File: src/rtl/botones_pkg.sv
// Shared definitions for the button-handling blocks.
//   estado_t       : FSM state type of detector_pulsaciones (fixed encoding)
//   ancho_cnt()    : counter width for a pair of cycle limits
//   *_DEF          : default timing constants for a 50 MHz clock
package botones_pkg;

   // 2'b11 is unused; the detector treats it as an illegal state.
   typedef enum logic [1:0] {
      REPOSO     = 2'b00,
      PRESIONADO = 2'b01,
      LARGO      = 2'b10
   } estado_t;

   localparam int unsigned LARGO_CICLOS_DEF      = 50_000_000; // 1 s
   localparam int unsigned REPETICION_CICLOS_DEF = 10_000_000; // 200 ms

   // The counter only has to reach (limit-1), so clog2(limit) bits are enough.
   // A floor of 1 bit keeps the vector legal when both limits are tiny.
   function automatic int unsigned ancho_cnt(input int unsigned a,
                                             input int unsigned b);
      int unsigned m;
      m = (a > b) ? a : b;
      return ($clog2(m) < 1) ? 1 : $clog2(m);
   endfunction

endpackage

File: src/rtl/detector_pulsaciones.sv
// Button-event classifier. Turns a debounced button level into one-cycle
// strobes: short press, long press and auto-repeat while held.
// Ports:
//   clk               system clock (rising edge)
//   rst_n             asynchronous active-low reset
//   boton_limpio      debounced button level, active-high
//   presionado        high whenever the FSM is not idle
//   pulso_corto       strobe: released before the long-press threshold
//   pulso_largo       strobe: long-press threshold reached
//   pulso_repeticion  strobe: auto-repeat tick while held after a long press
module detector_pulsaciones
   import botones_pkg::*;
#(
   parameter int unsigned LARGO_CICLOS      = LARGO_CICLOS_DEF,
   parameter int unsigned REPETICION_CICLOS = REPETICION_CICLOS_DEF
) (
   input  logic clk,
   input  logic rst_n,
   input  logic boton_limpio,
   output logic presionado,
   output logic pulso_corto,
   output logic pulso_largo,
   output logic pulso_repeticion
);

   localparam int unsigned CNT_W = ancho_cnt(LARGO_CICLOS, REPETICION_CICLOS);
   localparam logic [CNT_W-1:0] LIM_LARGO = CNT_W'(LARGO_CICLOS - 1);
   localparam logic [CNT_W-1:0] LIM_REP   = CNT_W'(REPETICION_CICLOS - 1);

   if (LARGO_CICLOS < 2) begin : g_chk_largo
      $error("detector_pulsaciones: LARGO_CICLOS must be >= 2");
   end
   if (REPETICION_CICLOS < 1) begin : g_chk_rep
      $error("detector_pulsaciones: REPETICION_CICLOS must be >= 1");
   end

   estado_t          estado_q, estado_d;
   logic [CNT_W-1:0] cnt_q, cnt_d;
   logic             corto_q, corto_d;
   logic             largo_q, largo_d;
   logic             rep_q, rep_d;

   // In PRESIONADO, cnt holds (j-1) at edge E_j, so the compare against
   // LARGO_CICLOS-1 fires at E_L. Release is tested first so it wins ties.
   always_comb begin
      estado_d = estado_q;
      cnt_d    = cnt_q;
      corto_d  = 1'b0;
      largo_d  = 1'b0;
      rep_d    = 1'b0;
      case (estado_q)
         REPOSO: begin
            if (boton_limpio) begin
               estado_d = PRESIONADO;
               cnt_d    = '0;
            end
         end
         PRESIONADO: begin
            if (!boton_limpio) begin
               corto_d  = 1'b1;
               estado_d = REPOSO;
               cnt_d    = '0;
            end else if (cnt_q == LIM_LARGO) begin
               largo_d  = 1'b1;
               estado_d = LARGO;
               cnt_d    = '0;
            end else begin
               cnt_d = cnt_q + CNT_W'(1);
            end
         end
         LARGO: begin
            if (!boton_limpio) begin
               estado_d = REPOSO;
               cnt_d    = '0;
            end else if (cnt_q == LIM_REP) begin
               rep_d = 1'b1;
               cnt_d = '0;
            end else begin
               cnt_d = cnt_q + CNT_W'(1);
            end
         end
         default: begin
            // Illegal encoding: fall back to idle silently.
            estado_d = REPOSO;
            cnt_d    = '0;
         end
      endcase
   end

   always_ff @(posedge clk or negedge rst_n) begin
      if (!rst_n) begin
         estado_q <= REPOSO;
         cnt_q    <= '0;
         corto_q  <= 1'b0;
         largo_q  <= 1'b0;
         rep_q    <= 1'b0;
      end else begin
         estado_q <= estado_d;
         cnt_q    <= cnt_d;
         corto_q  <= corto_d;
         largo_q  <= largo_d;
         rep_q    <= rep_d;
      end
   end

   // Taken from the state register so it lines up with the pulse flops.
   assign presionado       = (estado_q != REPOSO);
   assign pulso_corto      = corto_q;
   assign pulso_largo      = largo_q;
   assign pulso_repeticion = rep_q;

endmodule

File: config.mk
export PLATFORM = sky130hd
export DESIGN_NAME = detector_pulsaciones
export DESIGN_NICKNAME = d
export VERILOG_FILES = /design/src/rtl/botones_pkg.sv /design/src/rtl/detector_pulsaciones.sv
export SDC_FILE = /design/constraint.sdc
export NUM_CORES = 1
export LEC_CHECK = 0
export BUFFER_PORTS_ARGS = -buffer_cell sky130_fd_sc_hd__buf_2
export CORE_MARGIN = 3
export CORE_UTILIZATION = 30
export CTS_BUF_LIST = sky130_fd_sc_hd__clkbuf_4
export DETAILED_ROUTE_END_ITERATION = 10
export SLEW_MARGIN = 40
export SYNTH_ARGS = -nofsm -noshare
export SYNTH_HDL_FRONTEND = slang
export SYNTH_SLANG_ARGS = --single-unit
File: constraint.sdc
create_clock -name clk -period 4.4 [get_ports clk]
set_input_delay 0.22 -clock clk [delete_from_list [all_inputs] [get_ports clk]]
set_output_delay 0.22 -clock clk [all_outputs]
set_load 0.03 [all_outputs]
# Word level (Yosys, flattened, before mapping)
# Cells that the tools add are included.
# op_classes
addsub	1
eq_ne	7
n_reduce_logical	3
muxes	19
# op_table
cell	count
two-way mux 26 bit	5
case mux 26 bit (3 select lines)	1
adder 26 x 1 -> 26 bit (second input constant)	1
== test 26 x 24 -> 1 bit (second input constant)	1
== test 26 bit (second input constant)	1
two-way mux 1 bit	8
two-way mux 2 bit	4
case mux 2 bit (3 select lines)	1
!= test 2 bit (second input constant)	2
!= test 3 bit (second input constant)	1
AND reduction 3 bit	1
== test 2 x 1 -> 1 bit (second input constant)	1
== test 2 bit (second input constant)	1
zero test 2 bit	1
nonzero test 2 bit	1
# totals
word_cells	35
inputBits	3
output_inout_bits	4
ff_bits	31

# Longest topological paths before layout
# logic_depth
depth_word	4
ltp_mapped	8
mapped_depth_nobuf	6

# Least setup slack after synthesis
# No wires, ideal clock.
# synth_timing
path_kind	reg-to-reg
startpoint	register cnt_q[0]
endpoint	register cnt_q[16]
setup_time_ns	0.126
synth_period_minus_slack_ns	2.003
required_time_ns	4.274
path_stages_with_launch	7
arrival_time_ns	1.877
path_slack_ns	2.397
n_path_buf	0
cell_sequence	dfrtp_1 > ha_1 > and3_1 > nand4_1 > o21ai_0 > a21oi_1 > a221o_1
# synth_via
elab_chain_cells	4
elab_cells_between_ends	8
cone_classes	1 x add/sub; 2 x eq/ne; 5 x mux
# synth_rtl
element	line	text
from (decl)	detector_pulsaciones.sv:38	logic [CNT_W-1:0] cnt_q, cnt_d;
from (signal assigned)	detector_pulsaciones.sv:99	cnt_q <= cnt_d;
adder 26 x 1 -> 26 bit, or another cell as far along	detector_pulsaciones.sv:68, detector_pulsaciones.sv:79	
two-way mux 26 bit (on tied branches)	detector_pulsaciones.sv:75, detector_pulsaciones.sv:63	
two-way mux 26 bit (on tied branches)	detector_pulsaciones.sv:72, detector_pulsaciones.sv:59	
case mux 26 bit (3 select lines) *	detector_pulsaciones.sv:51	case (estado_q)
# Every way passes the cells marked *; elsewhere a longest branch is shown, timed or not.
# A chain may end at the register's enable or synchronous reset.

# Final worst setup path
# Same ends and word-level chain as after synthesis.

==> impl_metrics.tcl <==
set metrics [dict create \
    fin_nets 250 \
    synth_edf_count 0 \
    layout_min_cycle_time_ns 2.45 \
    die_x_um 88.8 \
    num_io_pins 7 \
    skew_ns 0.00827 \
    cts-htree-levels 2 \
    drive_gt1_share_pct 8.23 \
    hold_depth 2 \
    synth_fp_nets 253 \
    hpwlAfterDp_um 3230 \
    drc 0 \
    synth_top_area_cell "dfrtp_1" \
    rows 29 \
    core-area_um2 6490 \
    cp_data_required_time_ns 4.62 \
    synthToLayoutAreaGrowth_pct 5.54 \
    yosysWarningCount 0 \
    cts.sinks 31 \
    routedWlPerCell_um 15.3 \
    max_freq_mhz 408 \
    slew_headroom_pct 52.4 \
    insertion_delay_ns 0.33 \
    via_count 1851 \
    stdcell_count 320 \
    finalSetupViolCount 0 \
    async_flop_share_pct 100 \
    hp-start "boton_limpio" \
    port_buffers 6 \
    ant_nets 0 \
    drtIter0Drc 150 \
    syn_area_um2 2050 \
    dr.pass1.iters 4 \
    clockBufferDepth 2 \
    seq_area_um2 776 \
    path_clk_slew_ns 0.10 \
    cp-start-kind "flip-flop" \
    crit_path_max_fanout 7 \
    p_leak_nw 0.908 \
    ir_worst_vdd_uv 81.2 \
    outcome "finished clean" \
    cts_setup_buffers 0 \
    die_area_um2 7880 \
    fin_crit_sh_pct 55.7 \
    netlist_instances 246 \
    synth_top_cells_by_count "nand2_1 (52), dfrtp_1 (31), o221ai_1 (17), clkbuf_1 (12), nand3_1 (12)" \
    diodes 0 \
    r2r_start "cnt_q[0]$_DFFE_PN0P_" \
    dp_cells 312 \
    critPathArrivalTime_ns 2.67 \
    antenna_found_initial 0 \
    maxCapViolations 0 \
    wirelength_um 4910 \
    hold_viol_final 0 \
    cts_tree "built" \
    grt_max_degree 32 \
    ys_ff_latch 31 \
    worst_hold_path.endpoint "pulso_corto$_DFF_PN0_" \
    vias_per_cell 5.78 \
    multi_input_area_um2 1160 \
    cts_buffers 5 \
    yosysTopAreaCellShare_pct 37.8 \
    synth.most_common_cell "nand2_1" \
    fin_tns_setup_ns 0 \
    synthFlopType "dfrtp_1" \
    min-delay-path-class "primary input to flip-flop" \
    nFillCells 660 \
    cts_hold_buf 1 \
    power_density_nw_per_um2 299 \
    synthDistinctLibCells 44 \
    ys_seq_area_share_pct 37.8 \
    cp-end-kind "flip-flop" \
    rrSetupSlack_ns 1.95 \
    post_cts_resized 0 \
    rr_endpoint "cnt_q[16]$_DFFE_PN0P_" \
    slew_viol_final 0 \
    worst-setup-path-type "flip-flop to flip-flop" \
    initial_core_util_pct 31.6 \
    rsz0062_at_grt "no" \
    clockRootBuffer "clkbuf_4" \
    gp_congestion 0.815 \
    worst_pin_slew_ns 0.715 \
    synthTopCellsByArea "dfrtp_1 (38%), nand2_1 (9.5%), o221ai_1 (7.2%)" \
    grt_pass1_wl_um 8430 \
    syn_area_per_cell_um2 8.35 \
    grt_pass1_vias 1728 \
    grt.total_usage_pct 13.5 \
    dieHeight_um 88.8 \
    grt_overflow 0 \
    r2r_cells 6 \
]
## sequential cells by signal, summed over array words and instances, names as in the netlist
register,flops
pulso_largo,1
pulso_repeticion,1
estado_q,2
cnt_q,26
pulso_corto,1
## layout by cell type (no fill, tap or decap), types with 2 or more instances in the layout
master and instances:
nand4_1 5, o21ai_0 8, and4_1 6, o221ai_1 17, a211o_1 2, o31a_1 4
o21a_2 2, nor4_1 5, nand3_1 12, nor2_1 9, a31oi_1 3, or2_0 2
buf_2 6, o21a_1 3, o311ai_0 2, o211ai_1 7, o2111ai_1 2, nor2b_1 2
clkbuf_4 5, and3_1 4, nor4bb_1 2, nand2_1 52, dfrtp_1 31, ha_1 4
nor4b_1 3, inv_1 10, nor3_1 8, and2_1 7
## worst max-delay path, stage by stage, from the launching register on
cell and delay (ns):
dfrtp_1 0.45, ha_1 0.24, and3_1 0.25, nand4_1 0.28, o21ai_0 0.53, a21oi_1 0.21
a221o_1 0.36
## per-layer routing
metal / global-route usage, % / routed length (um)
met5: 0 / 0
met1: 18.4 / 2390
met2: 20.6 / 2220
met3: 4.00 / 294
met4: 3.98 / 0
## where the power goes
group	internal (mW)	total [mW]	switching, mW	leakage, nW
Sequential	0.297	0.312	0.0144	0.430
Clock	0.0566	0.157	0.100	0.0285
Combinational	0.0405	0.179	0.139	0.450
Total	0.394	0.648	0.254	0.908
## cell type report
cell class | count | area share (%)
Multi-Input combinational cell | 187 | 53.7
Sequential cell | 31 | 35.8
Tap cell | 77 | 4.44
Timing Repair Buffer | 8 | 2.19
Clock buffer | 5 | 1.73
Inverter | 10 | 1.73
Clock inverter | 2 | 0.404
## cells by family (layout without fill, tap and decap cells)
family                     after synthesis  in the layout  share of synthesized area [%]
and+or+nand+nor                        124            124                           31.5
AOI/OAI and AO/OA                       59             59                           22.5
DFF                                     31             31                           37.8
buffers and inverters                   28             25                           5.72
adders and majority gates                4              4                           2.44
## stage by stage
step | hold slack (ns) | cell area (um2) | setup WS, ns | util, % | total power, mW
floorplan | -0.0756 | 2050 | 2.40 | - | 0.449
global placement | 0.323 | 2110 | 1.88 | 32.5 | 0.495
detailed placement | 0.325 | 2110 | 1.82 | 32.5 | 0.495
CTS | 0.131 | 2160 | 1.78 | 33.3 | 0.658
global route | 0.149 | 2170 | 1.76 | 33.4 | 0.693
finish | 0.146 | 2170 | 1.95 | 33.4 | 0.648
## worst max path at each step
stage | cells after the start | slack, ns | from | to
final | 6 | 1.95 | cnt_q[0]$_DFFE_PN0P_ | cnt_q[16]$_DFFE_PN0P_
after global routing | 6 | 1.76 | cnt_q[0]$_DFFE_PN0P_ | cnt_q[16]$_DFFE_PN0P_
after CTS | 6 | 1.78 | cnt_q[0]$_DFFE_PN0P_ | cnt_q[10]$_DFFE_PN0P_
after detailed placement | 6 | 1.82 | cnt_q[0]$_DFFE_PN0P_ | cnt_q[10]$_DFFE_PN0P_
after global placement | 6 | 1.88 | cnt_q[0]$_DFFE_PN0P_ | cnt_q[0]$_DFFE_PN0P_
after floorplan | 6 | 2.40 | cnt_q[0]$_DFFE_PN0P_ | cnt_q[16]$_DFFE_PN0P_
No activity file was read; power rests on OpenSTA's default activity.
